### config.mk
export PLATFORM = sky130hd
export DESIGN_NAME = fir_mac_sequencer
export DESIGN_NICKNAME = d
export VERILOG_FILES = /design/src/rtl/fir_pkg.sv /design/src/rtl/fir_tap_addr_gen.sv /design/src/rtl/fir_mac_sequencer.sv
export SDC_FILE = /design/constraint.sdc
export NUM_CORES = 1
export LEC_CHECK = 0
export CAP_MARGIN = 25
export CORE_ASPECT_RATIO = 0.5
export CORE_UTILIZATION = 45
export DETAILED_ROUTE_END_ITERATION = 7
export PLACE_DENSITY = 0.68
export SETUP_SLACK_MARGIN = 0.4
export SLEW_MARGIN = 10
export SYNTH_ARGS = -nofsm -noshare
export SYNTH_HDL_FRONTEND = slang
export SYNTH_SLANG_ARGS = --single-unit
### constraint.sdc
create_clock -name clk -period 6.2 [get_ports clk]
set_clock_uncertainty 0.15 [all_clocks]
set_input_delay 0.93 -clock clk [delete_from_list [all_inputs] [get_ports clk]]
set_output_delay 0.93 -clock clk [all_outputs]
set_load 0.005 [all_outputs]
### src/rtl/fir_pkg.sv
// ---------------------------------------------------------------------------
// fir_pkg
// Shared definitions for the time-multiplexed FIR MAC sequencer:
//   - default sample / coefficient widths and filter length
//   - accumulator width derivation (wide enough that no sum can overflow)
//   - sequencer state encoding
// No ports; imported by fir_tap_addr_gen and fir_mac_sequencer.
// ---------------------------------------------------------------------------
package fir_pkg;

    localparam int DEF_DATA_W = 16;
    localparam int DEF_COEF_W = 16;
    localparam int DEF_TAPS   = 128;

    // A full-scale product needs DATA_W+COEF_W bits; summing TAPS of them
    // grows the result by at most $clog2(TAPS) bits.
    function automatic int accWidth(input int dataW, input int coefW, input int taps);
        return dataW + coefW + $clog2(taps);
    endfunction

    typedef enum logic [2:0] {
        IDLE  = 3'd0,
        WRITE = 3'd1,
        READ  = 3'd2,
        DRAIN = 3'd3,
        OUT   = 3'd4
    } state_e;

endpackage

### src/rtl/fir_tap_addr_gen.sv
// ---------------------------------------------------------------------------
// fir_tap_addr_gen
// Owns the circular write pointer and the tap counter k, and produces the
// registered BRAM read addresses for the tap walk.
//   clk_i, rst_i   : clock, asynchronous active-high reset
//   start_i        : load k=0 and sample address = wr_ptr (first tap)
//   step_i         : advance to the next tap (holds at the last tap)
//   advance_i      : move wr_ptr to the next delay-line slot
//   wr_ptr_o       : current write pointer (sample-BRAM write address)
//   smp_addr_o     : registered (wr_ptr - k) mod TAPS
//   coef_addr_o    : registered coefficient address (k)
//   last_tap_o     : k is the final tap, TAPS-1
// ---------------------------------------------------------------------------
module fir_tap_addr_gen
    import fir_pkg::*;
#(
    parameter int TAPS   = DEF_TAPS,
    parameter int ADDR_W = $clog2(TAPS)
) (
    input  logic              clk_i,
    input  logic              rst_i,
    input  logic              start_i,
    input  logic              step_i,
    input  logic              advance_i,
    output logic [ADDR_W-1:0] wr_ptr_o,
    output logic [ADDR_W-1:0] smp_addr_o,
    output logic [ADDR_W-1:0] coef_addr_o,
    output logic              last_tap_o
);

    localparam logic [ADDR_W-1:0] LAST_K = ADDR_W'(TAPS - 1);
    // Truncates to zero when TAPS is a power of two, which is exactly the
    // wrap that modulo-2^ADDR_W arithmetic then supplies.
    localparam logic [ADDR_W-1:0] TAPS_A = ADDR_W'(TAPS);

    logic [ADDR_W-1:0] wrPtr_q, wrPtr_d;
    logic [ADDR_W-1:0] k_q, k_d;
    logic [ADDR_W-1:0] smpAddr_q, smpAddr_d;

    // Next tap index, next write pointer and the circular read address of
    // the tap that k_d selects. The read address is computed from wr_ptr and
    // k with an explicit underflow test, so TAPS need not be a power of two.
    always_comb begin
        k_d       = k_q;
        wrPtr_d   = wrPtr_q;
        smpAddr_d = smpAddr_q;

        if (start_i) begin
            k_d = '0;
        end else if (step_i && (k_q != LAST_K)) begin
            k_d = k_q + ADDR_W'(1);
        end

        if (advance_i) begin
            wrPtr_d = (wrPtr_q == LAST_K) ? '0 : wrPtr_q + ADDR_W'(1);
        end

        if (start_i || step_i) begin
            if (wrPtr_q >= k_d) begin
                smpAddr_d = wrPtr_q - k_d;
            end else begin
                smpAddr_d = wrPtr_q + TAPS_A - k_d;
            end
        end
    end

    // Pointer, counter and address registers.
    always_ff @(posedge clk_i or posedge rst_i) begin
        if (rst_i) begin
            wrPtr_q   <= '0;
            k_q       <= '0;
            smpAddr_q <= '0;
        end else begin
            wrPtr_q   <= wrPtr_d;
            k_q       <= k_d;
            smpAddr_q <= smpAddr_d;
        end
    end

    assign wr_ptr_o    = wrPtr_q;
    assign smp_addr_o  = smpAddr_q;
    assign coef_addr_o = k_q;
    assign last_tap_o  = (k_q == LAST_K);

endmodule

### src/rtl/fir_mac_sequencer.sv
// ---------------------------------------------------------------------------
// fir_mac_sequencer
// Time-multiplexed FIR engine. Accepts one sample per handshake, writes it
// into the sample delay-line BRAM, then walks all TAPS taps doing one signed
// multiply-accumulate per cycle and emits y[n] = sum_k c[k]*x[n-k].
//   clk, i_rst                     : clock, asynchronous active-high reset
//   i_sample, i_sample_valid       : input sample and its valid
//   o_ready                        : high only while idle
//   o_smp_we/_addr_wr/_data        : sample-BRAM write port
//   o_smp_addr_rd, i_smp_rdata     : sample-BRAM read port (1-cycle read)
//   o_coef_addr_rd, i_coef_rdata   : coefficient-BRAM read port (1-cycle read)
//   o_result, o_result_valid       : filtered output and one-cycle strobe
// ---------------------------------------------------------------------------
module fir_mac_sequencer
    import fir_pkg::*;
#(
    parameter int DATA_W = DEF_DATA_W,
    parameter int COEF_W = DEF_COEF_W,
    parameter int TAPS   = DEF_TAPS,
    parameter int ADDR_W = $clog2(TAPS),
    parameter int ACC_W  = accWidth(DATA_W, COEF_W, TAPS)
) (
    input  logic              clk,
    input  logic              i_rst,
    input  logic [DATA_W-1:0] i_sample,
    input  logic              i_sample_valid,
    output logic              o_ready,
    output logic              o_smp_we,
    output logic [ADDR_W-1:0] o_smp_addr_wr,
    output logic [DATA_W-1:0] o_smp_data,
    output logic [ADDR_W-1:0] o_smp_addr_rd,
    input  logic [DATA_W-1:0] i_smp_rdata,
    output logic [ADDR_W-1:0] o_coef_addr_rd,
    input  logic [COEF_W-1:0] i_coef_rdata,
    output logic [ACC_W-1:0]  o_result,
    output logic              o_result_valid
);

    localparam int PROD_W = DATA_W + COEF_W;

    state_e                    state_q, state_d;
    logic [1:0]                drainCnt_q, drainCnt_d;
    logic [DATA_W-1:0]         sample_q;
    logic                      rdValid_q;
    logic                      prodValid_q;
    logic signed [PROD_W-1:0]  product_q;
    logic signed [ACC_W-1:0]   acc_q;
    logic [ACC_W-1:0]          result_q;
    logic                      resultValid_q;

    logic accept;
    logic startWalk;
    logic stepTap;
    logic advancePtr;
    logic lastTap;

    fir_tap_addr_gen #(
        .TAPS   (TAPS),
        .ADDR_W (ADDR_W)
    ) u_addr_gen (
        .clk_i       (clk),
        .rst_i       (i_rst),
        .start_i     (startWalk),
        .step_i      (stepTap),
        .advance_i   (advancePtr),
        .wr_ptr_o    (o_smp_addr_wr),
        .smp_addr_o  (o_smp_addr_rd),
        .coef_addr_o (o_coef_addr_rd),
        .last_tap_o  (lastTap)
    );

    // Sequencer next-state logic. The write cycle sits between accept and
    // the first read so that tap 0 sees the new sample rather than the stale
    // word (the BRAM returns old data on a same-cycle read/write). DRAIN
    // lasts three cycles to let the last address reach the accumulator.
    always_comb begin
        state_d    = state_q;
        drainCnt_d = drainCnt_q;
        accept     = 1'b0;
        startWalk  = 1'b0;
        stepTap    = 1'b0;
        advancePtr = 1'b0;

        case (state_q)
            IDLE: begin
                if (i_sample_valid) begin
                    accept  = 1'b1;
                    state_d = WRITE;
                end
            end
            WRITE: begin
                startWalk = 1'b1;
                state_d   = READ;
            end
            READ: begin
                stepTap = 1'b1;
                if (lastTap) begin
                    drainCnt_d = '0;
                    state_d    = DRAIN;
                end
            end
            DRAIN: begin
                if (drainCnt_q == 2'd2) begin
                    state_d = OUT;
                end else begin
                    drainCnt_d = drainCnt_q + 2'd1;
                end
            end
            OUT: begin
                advancePtr = 1'b1;
                state_d    = IDLE;
            end
            default: begin
                state_d = IDLE;
            end
        endcase
    end

    // State register.
    always_ff @(posedge clk or posedge i_rst) begin
        if (i_rst) begin
            state_q    <= IDLE;
            drainCnt_q <= '0;
        end else begin
            state_q    <= state_d;
            drainCnt_q <= drainCnt_d;
        end
    end

    // MAC pipeline: an address presented during READ returns data one cycle
    // later, which is registered as a full-width signed product, which is
    // then sign-extended and added into the accumulator. The valid flags
    // follow the address through the same stages.
    always_ff @(posedge clk or posedge i_rst) begin
        if (i_rst) begin
            sample_q    <= '0;
            rdValid_q   <= 1'b0;
            prodValid_q <= 1'b0;
            product_q   <= '0;
            acc_q       <= '0;
        end else begin
            rdValid_q   <= (state_q == READ);
            prodValid_q <= rdValid_q;
            if (accept) begin
                sample_q <= i_sample;
            end
            if (rdValid_q) begin
                product_q <= PROD_W'($signed(i_smp_rdata)) * PROD_W'($signed(i_coef_rdata));
            end
            if (accept) begin
                acc_q <= '0;
            end else if (prodValid_q) begin
                acc_q <= acc_q + ACC_W'(product_q);
            end
        end
    end

    // Output register: the result holds between strobes.
    always_ff @(posedge clk or posedge i_rst) begin
        if (i_rst) begin
            result_q      <= '0;
            resultValid_q <= 1'b0;
        end else begin
            resultValid_q <= (state_q == OUT);
            if (state_q == OUT) begin
                result_q <= acc_q;
            end
        end
    end

    assign o_ready        = (state_q == IDLE);
    assign o_smp_we       = (state_q == WRITE);
    assign o_smp_data     = sample_q;
    assign o_result       = result_q;
    assign o_result_valid = resultValid_q;

endmodule

==> results of run 1 <==
-- worst max-delay path: stages --
cell	delay, ns
buf_6	0.09
buf_6	0.12
buf_6	0.11
buf_6	0.11
and2_4	0.13
fa_2	0.45
buf_12	0.15
fa_2	0.58
fa_1	0.44
fa_1	0.51
fa_1	0.49
inv_1	0.05
fa_1	0.49
inv_2	0.05
ha_4	0.21
a21o_1	0.15
a21o_1	0.18
a21o_1	0.18
a21o_1	0.18
a221oi_2	0.30
nand2_1	0.10
xor2_1	0.15
mux2_4	0.25
-- cells by family (layout without fill, tap and decap cells) --
| group | Yosys count | in the layout | synth area share [%] |
|---|---|---|---|
| fa+ha+maj | 393 | 393 | 38.11 |
| compound gates | 246 | 246 | 9.337 |
| buf+inv | 392 | 726 | 8.142 |
| mux | 85 | 85 | 5.087 |
| flops | 155 | 155 | 21.43 |
| simple gates | 542 | 542 | 14.76 |
| xor+xnor | 65 | 65 | 3.145 |
-- routing by layer --
metal	part of all wire [%]	routed length [um]	global-route usage [%]
met4	1.6	686	4.785
met1	48	21070	31.24
met3	3.9	1727	2.937
met2	47	20420	36.25
met5	0	0	0
-- flip-flops by register name, summed over array words and instances, names as in the netlist --
register and flops:
o_result 39, o_result_valid 1, u_addr_gen.wr_ptr_o 7, drainCnt_q 2, rdValid_q 1, state_q 3
u_addr_gen.coef_addr_o 7, acc_q 39, prodValid_q 1, o_smp_data 16, product_q 32, u_addr_gen.smp_addr_o 7
-- worst paths after layout --
kind / from / endpoint / slack (ns) / cells past startpoint
max reg2reg: state_q[1] / u_addr_gen.smp_addr_o[6] / 2.51 / 14
max: i_coef_rdata[3] / product_q[27] / -0.05 / 23
min reg2reg: o_smp_data[15] / o_smp_data[15] / 0.32 / 2
min in group asynchronous: i_rst / o_result[30] / 0.78 / 2
min: o_smp_data[15] / o_smp_data[15] / 0.32 / 2
max in group asynchronous: i_rst / o_result[12] / 4.13 / 3
-- per-stage QoR --
stage	util (%)	setup slack, ns	hold WS (ns)	cell area [um2]
after floorplan	-	-0.2239	0.2019	18480
after global placement	54.41	-0.9937	0.3074	21350
after detailed placement	54.41	-1.018	0.3117	21350
after CTS	58.12	-0.07497	0.3268	22810
after global routing	58.93	-0.2096	0.3551	23130
final	58.93	-0.04944	0.3234	23130
-- cells in the final DEF (no fill, tap or decap), types with 32 or more instances in the layout --
master           netlist  layout
mux2_2                56      51
a21oi_1               69      61
ha_1                 129     113
fa_1                 264     232
xnor2_1               47      46
clkdlybuf4s50_1        0      98
dfrtp_1              155     154
o21ai_0               43      39
and2_1               133     108
fa_2                   0      32
inv_1                325     293
nor2_1                83      81
buf_4                  0     178
a21o_1                43      43
buf_6                  0      55
nand2_1              218     199
-- area by class of cell --
class | count | area [um2] | area share, %
clock buffer | 21 | 470.5 | 2.034
clock inverter | 11 | 132.6 | 0.5735
inverter | 326 | 1234 | 5.334
multi-input combinational | 1331 | 13390 | 57.88
sequential | 155 | 3880 | 16.78
tap | 530 | 663.1 | 2.867
timing repair buffer | 368 | 3362 | 14.54
-- timing repair --
item / in CTS / in global routing
pin swaps: 123 / 83
setup endpoints to repair: 20 / 20
buffers inserted: 54 / 13
gates cloned: 3 / 0
resized for setup: 245 / 73
==> implementation parameters, run 1 <==
Parameter                              Value

Status
  Status    finished with violations
  Failing checks    setup timing

Finish
  Net count of the finished layout    between 2,000 and 3,000
  Fraction of final layout cells with drive strength greater than 1    roughly a quarter
  Total inserted antenna cells    0
  Layout fillers    3,269
  Synth-to-layout area growth    27.75%
  Post-route non-filler standard cell count    2,742

Clocking
  Number of buffers on the longest clock path    2
  TritonCTS sink count    about 160
  TritonCTS clock tree    yes
  CTS clock-pin slew for the worst setup and hold paths    0.07 ns
  Count of hold buffers inserted by post-cts repair    0
  Clock tree root buffer cell    clkbuf_16
  H-tree depth    4
  Clock latency on the worst-skew pair    between 0.4 and 0.5 ns
  Number of clock buffers inserted by TritonCTS    17

Yosys
  Most instantiated library cell after synthesis    inv_1
  Synthesized flop and latch total    155
  Sequential fraction of the synthesis area    21.43%
  Post-synth top cells    325 x inv_1, 264 x fa_1, 218 x nand2_1, 155 x dfrtp_1, 133 x and2_1
  Fraction of synthesized cell area taken by the top area cell type    29.19%
  Top_reg_cell synth    dfrtp_1
  Leading area contributor after synthesis    fa_1
  Average cell area after synthesis    9.640 um2
  Syn Std Cell Area    ~18,000 um2
  Fraction of registers with async set/reset    100.0%
  Net count after synthesis    2,322
  Synthesized instance count    1,878
  Number of enable-type register cells in the synthesized netlist    0
  Total number of yosys warnings    0
  Cell variety after synth    73
  Most area-consuming cells after synthesis    fa_1 29%, dfrtp_1 21%, ha_1 8.9%

Die
  Die height    around 140 um
  Die outline width    roughly 290 um
  Die Outline Area    41,090 um2
  Ports placed on the boundary    130
  Floorplan core area    39,240 um2
  Number of cell rows    51
  Initial Util    46.13%

Timing
  RSZ-0062 raised after global routing    yes
  Clock period minus final worst setup slack    6.249 ns
  Final setup TNS    -0.1543 ns
  Post-layout worst setup margin    -0.04944 ns
  Remaining max-slew budget at the tightest pin    49.16%
  Final worst path period share    100.8%
  Final hold vios    0
  Timing-limited maximum frequency    160.0 MHz
  Number of setup violations in the final report    4
  Worst Max-Slew Pin Slew    approximately 0.76 ns
  Number of max-slew violations in the final report    0

Route
  Routed vias/inst    5.040
  First drt pass iteration count    5
  DRT Wirelength    43,910 um
  Post-DRT Antenna Nets    0
  Drt wl/cell    16.01 um
  DR DRC count    0
  Number of DRC violations after detailed-routing iteration 0    767
  Overall via count from detail_route    13,820

Min path
  Worst min path class    flop to flop

Setup path
  WP data required    6.37 ns
  Worst Path Arrival    6.42 ns
  Class of the most critical setup path    input port to flop
  Critical-path maximum fanout    5
  Element type at the critical path end    flop
  Critical path startpoint category    input port

Global route
  Overflow after GRT    0
  First-pass GRT wire length    72,510 um
  Via count of the first global-routing pass    14,250
  GR Util All Layers    22.07%
  Antenna violations before repair    0
  Largest net degree at the start of global routing    between 100 and 150

Placement
  Cell Count Post-Placement    2,638
  Placer congestion estimate    0.8689
  HPWL after DPL    34,190 um
  Quantity of I/O buffers inserted on ports    129

Run
  Max_cap viols    0
Power of run 1 is left out: the tool's default activity adds up to more than one toggle a clock period on the data nets, which glitch-free logic cannot reach.
==> inputs of run 2 (changes only) <==
Settings changed: CTS_CLUSTER_DIAMETER set to 60.
==> results of run 2 <==
The final DEF is identical to that of run 1; final timing and power are the same.
Power of run 2 is left out for the same reason.
==> inputs of run 3 (changes only) <==
Settings changed: DONT_BUFFER_PORTS set to 1, PLACE_DENSITY 0.68 to 0.64.
==> implementation parameters, run 3 (synthesized netlist as in run 1, its figures left out) <==
Parameter                              Value

Timing
  Clock period minus final worst setup slack    6.001 ns
  Timing-limited maximum frequency    166.6 MHz
  Final worst path period share    96.80%
  Post-layout worst setup margin    0.1987 ns
  Number of setup violations in the final report    0
  Worst Max-Slew Pin Slew    approximately 0.91 ns
  Number of max-slew violations in the final report    0
  RSZ-0062 raised after global routing    yes
  Final hold vios    0
  Remaining max-slew budget at the tightest pin    39.44%

Finish
  Post-route non-filler standard cell count    2,445
  Area taken by multi-input logic gates    13,120 um2
  Most common library cell in the layout ignoring fill and taps    inv_1
  Register area    3880 um2
  Fraction of final layout cells with drive strength greater than 1    13.47%
  End-of-flow core utilization    51.06%
  Total inserted antenna cells    0
  Most frequent cells in the layout    310 x inv_1, 254 x fa_1, 213 x nand2_1
  Layout fillers    3,631
  Synth-to-layout area growth    10.69%
  Net count of the finished layout    2,346

Die
  Ports placed on the boundary    130
  Floorplan core area    39,240 um2
  Die outline width    between 200 and 300 um
  Number of cell rows    51
  Die height    about 140 um
  Initial Util    46.13%
  Die Outline Area    41,090 um2

Setup path
  WP data required    about 6.4 ns
  Class of the most critical setup path    input port to flop
  Critical-path maximum fanout    16
  Element type at the critical path end    flop
  Critical path startpoint category    input port
  Worst Path Arrival    6.17 ns

Global route
  Overflow after GRT    0
  First-pass GRT wire length    68,570 um
  Largest net degree at the start of global routing    100
  Antenna violations before repair    0
  GR Util All Layers    21.03%
  Via count of the first global-routing pass    between 10,000 and 15,000

Route
  Number of DRC violations after detailed-routing iteration 0    797
  First drt pass iteration count    7
  Routed vias/inst    a little over 5
  DRT Wirelength    41,610 um
  Post-DRT Antenna Nets    0
  Drt wl/cell    17.02 um
  DR DRC count    0
  Overall via count from detail_route    12,500

Placement
  Cell Count Post-Placement    2,404
  HPWL after DPL    32,710 um
  Setup slack at placement    -0.3985 ns
  Placer congestion estimate    between 0.8 and 0.9
  Quantity of I/O buffers inserted on ports    0

Clocking
  Clock latency on the worst-skew pair    0.43 ns
  CTS clock-pin slew for the worst setup and hold paths    roughly 0.07 ns
  Number of clock buffers inserted by TritonCTS    17
  TritonCTS clock tree    yes
  H-tree depth    4
  Count of hold buffers inserted by post-cts repair    0
  Clock tree root buffer cell    clkbuf_16
  Number of buffers on the longest clock path    2
  TritonCTS sink count    155

Min path
  Worst min path class    flop to flop

Status
  Status    complete, no violations

Run
  Max_cap viols    0
## run 3: through the flow
stage / cell area, um2 / hold slack, ns / setup TNS [ns]
finish: 20040 / 0.3494 / 0
global route: 20040 / 0.3832 / 0
CTS: 19910 / 0.3470 / 0
detailed placement: 19200 / 0.3382 / -3.015
global placement: 19200 / 0.3355 / -2.516
floorplan: 18480 / 0.2019 / -0.7463
## run 3: final cells by class
cell class,instances,share of cell area (%)
multi-input cells,1331,65.48
flip-flops and latches,155,19.36
inverters,326,6.131
well taps,530,3.309
repair buffers,71,2.716
clock buffers,17,2.123
clock inverters,15,0.8804
## run 3: worst max-delay path: stages
cell      delay, ns
and2_1         0.15
fa_2           0.63
buf_4          0.14
fa_1           0.40
inv_1          0.10
fa_2           0.47
fa_1           0.59
fa_1           0.44
fa_1           0.49
inv_1          0.04
ha_1           0.18
a21o_1         0.18
a21o_1         0.19
a21o_1         0.17
a21o_1         0.21
a221oi_4       0.34
nand2_1        0.10
xor2_1         0.15
mux2_2         0.26
## run 3: timing repair
item / CTS / global route
setup buffers: 5 / 4
setup endpoints to repair: 11 / 15
hold endpoints to repair: 0 / 0
pin swaps: 26 / 34
gates resized for setup: 15 / 29
## run 3: path summary, 6_finish.rpt
| kind | startpoint | end | slack, ns | cells past startpoint |
|---|---|---|---|---|
| worst max-delay path | i_coef_rdata[3] | product_q[27] | 0.20 | 19 |
| worst max register to register | state_q[1] | u_addr_gen.smp_addr_o[6] | 2.47 | 14 |
| min in group asynchronous | i_rst | o_smp_data[10] | 0.37 | 1 |
| worst min-delay path | state_q[2] | state_q[0] | 0.35 | 1 |
| max in group asynchronous | i_rst | o_result[3] | 4.19 | 2 |
| worst min register to register | state_q[2] | state_q[0] | 0.35 | 1 |
## run 3: routing by layer
metal	global-route usage [%]	part of all wire [%]	wire [um]
met1	31.46	50	20780
met2	31.96	43	17840
met3	3.762	6.4	2664
met4	3.884	0.77	321
met5	0	0	0
Power of run 3 is left out for the same reason.
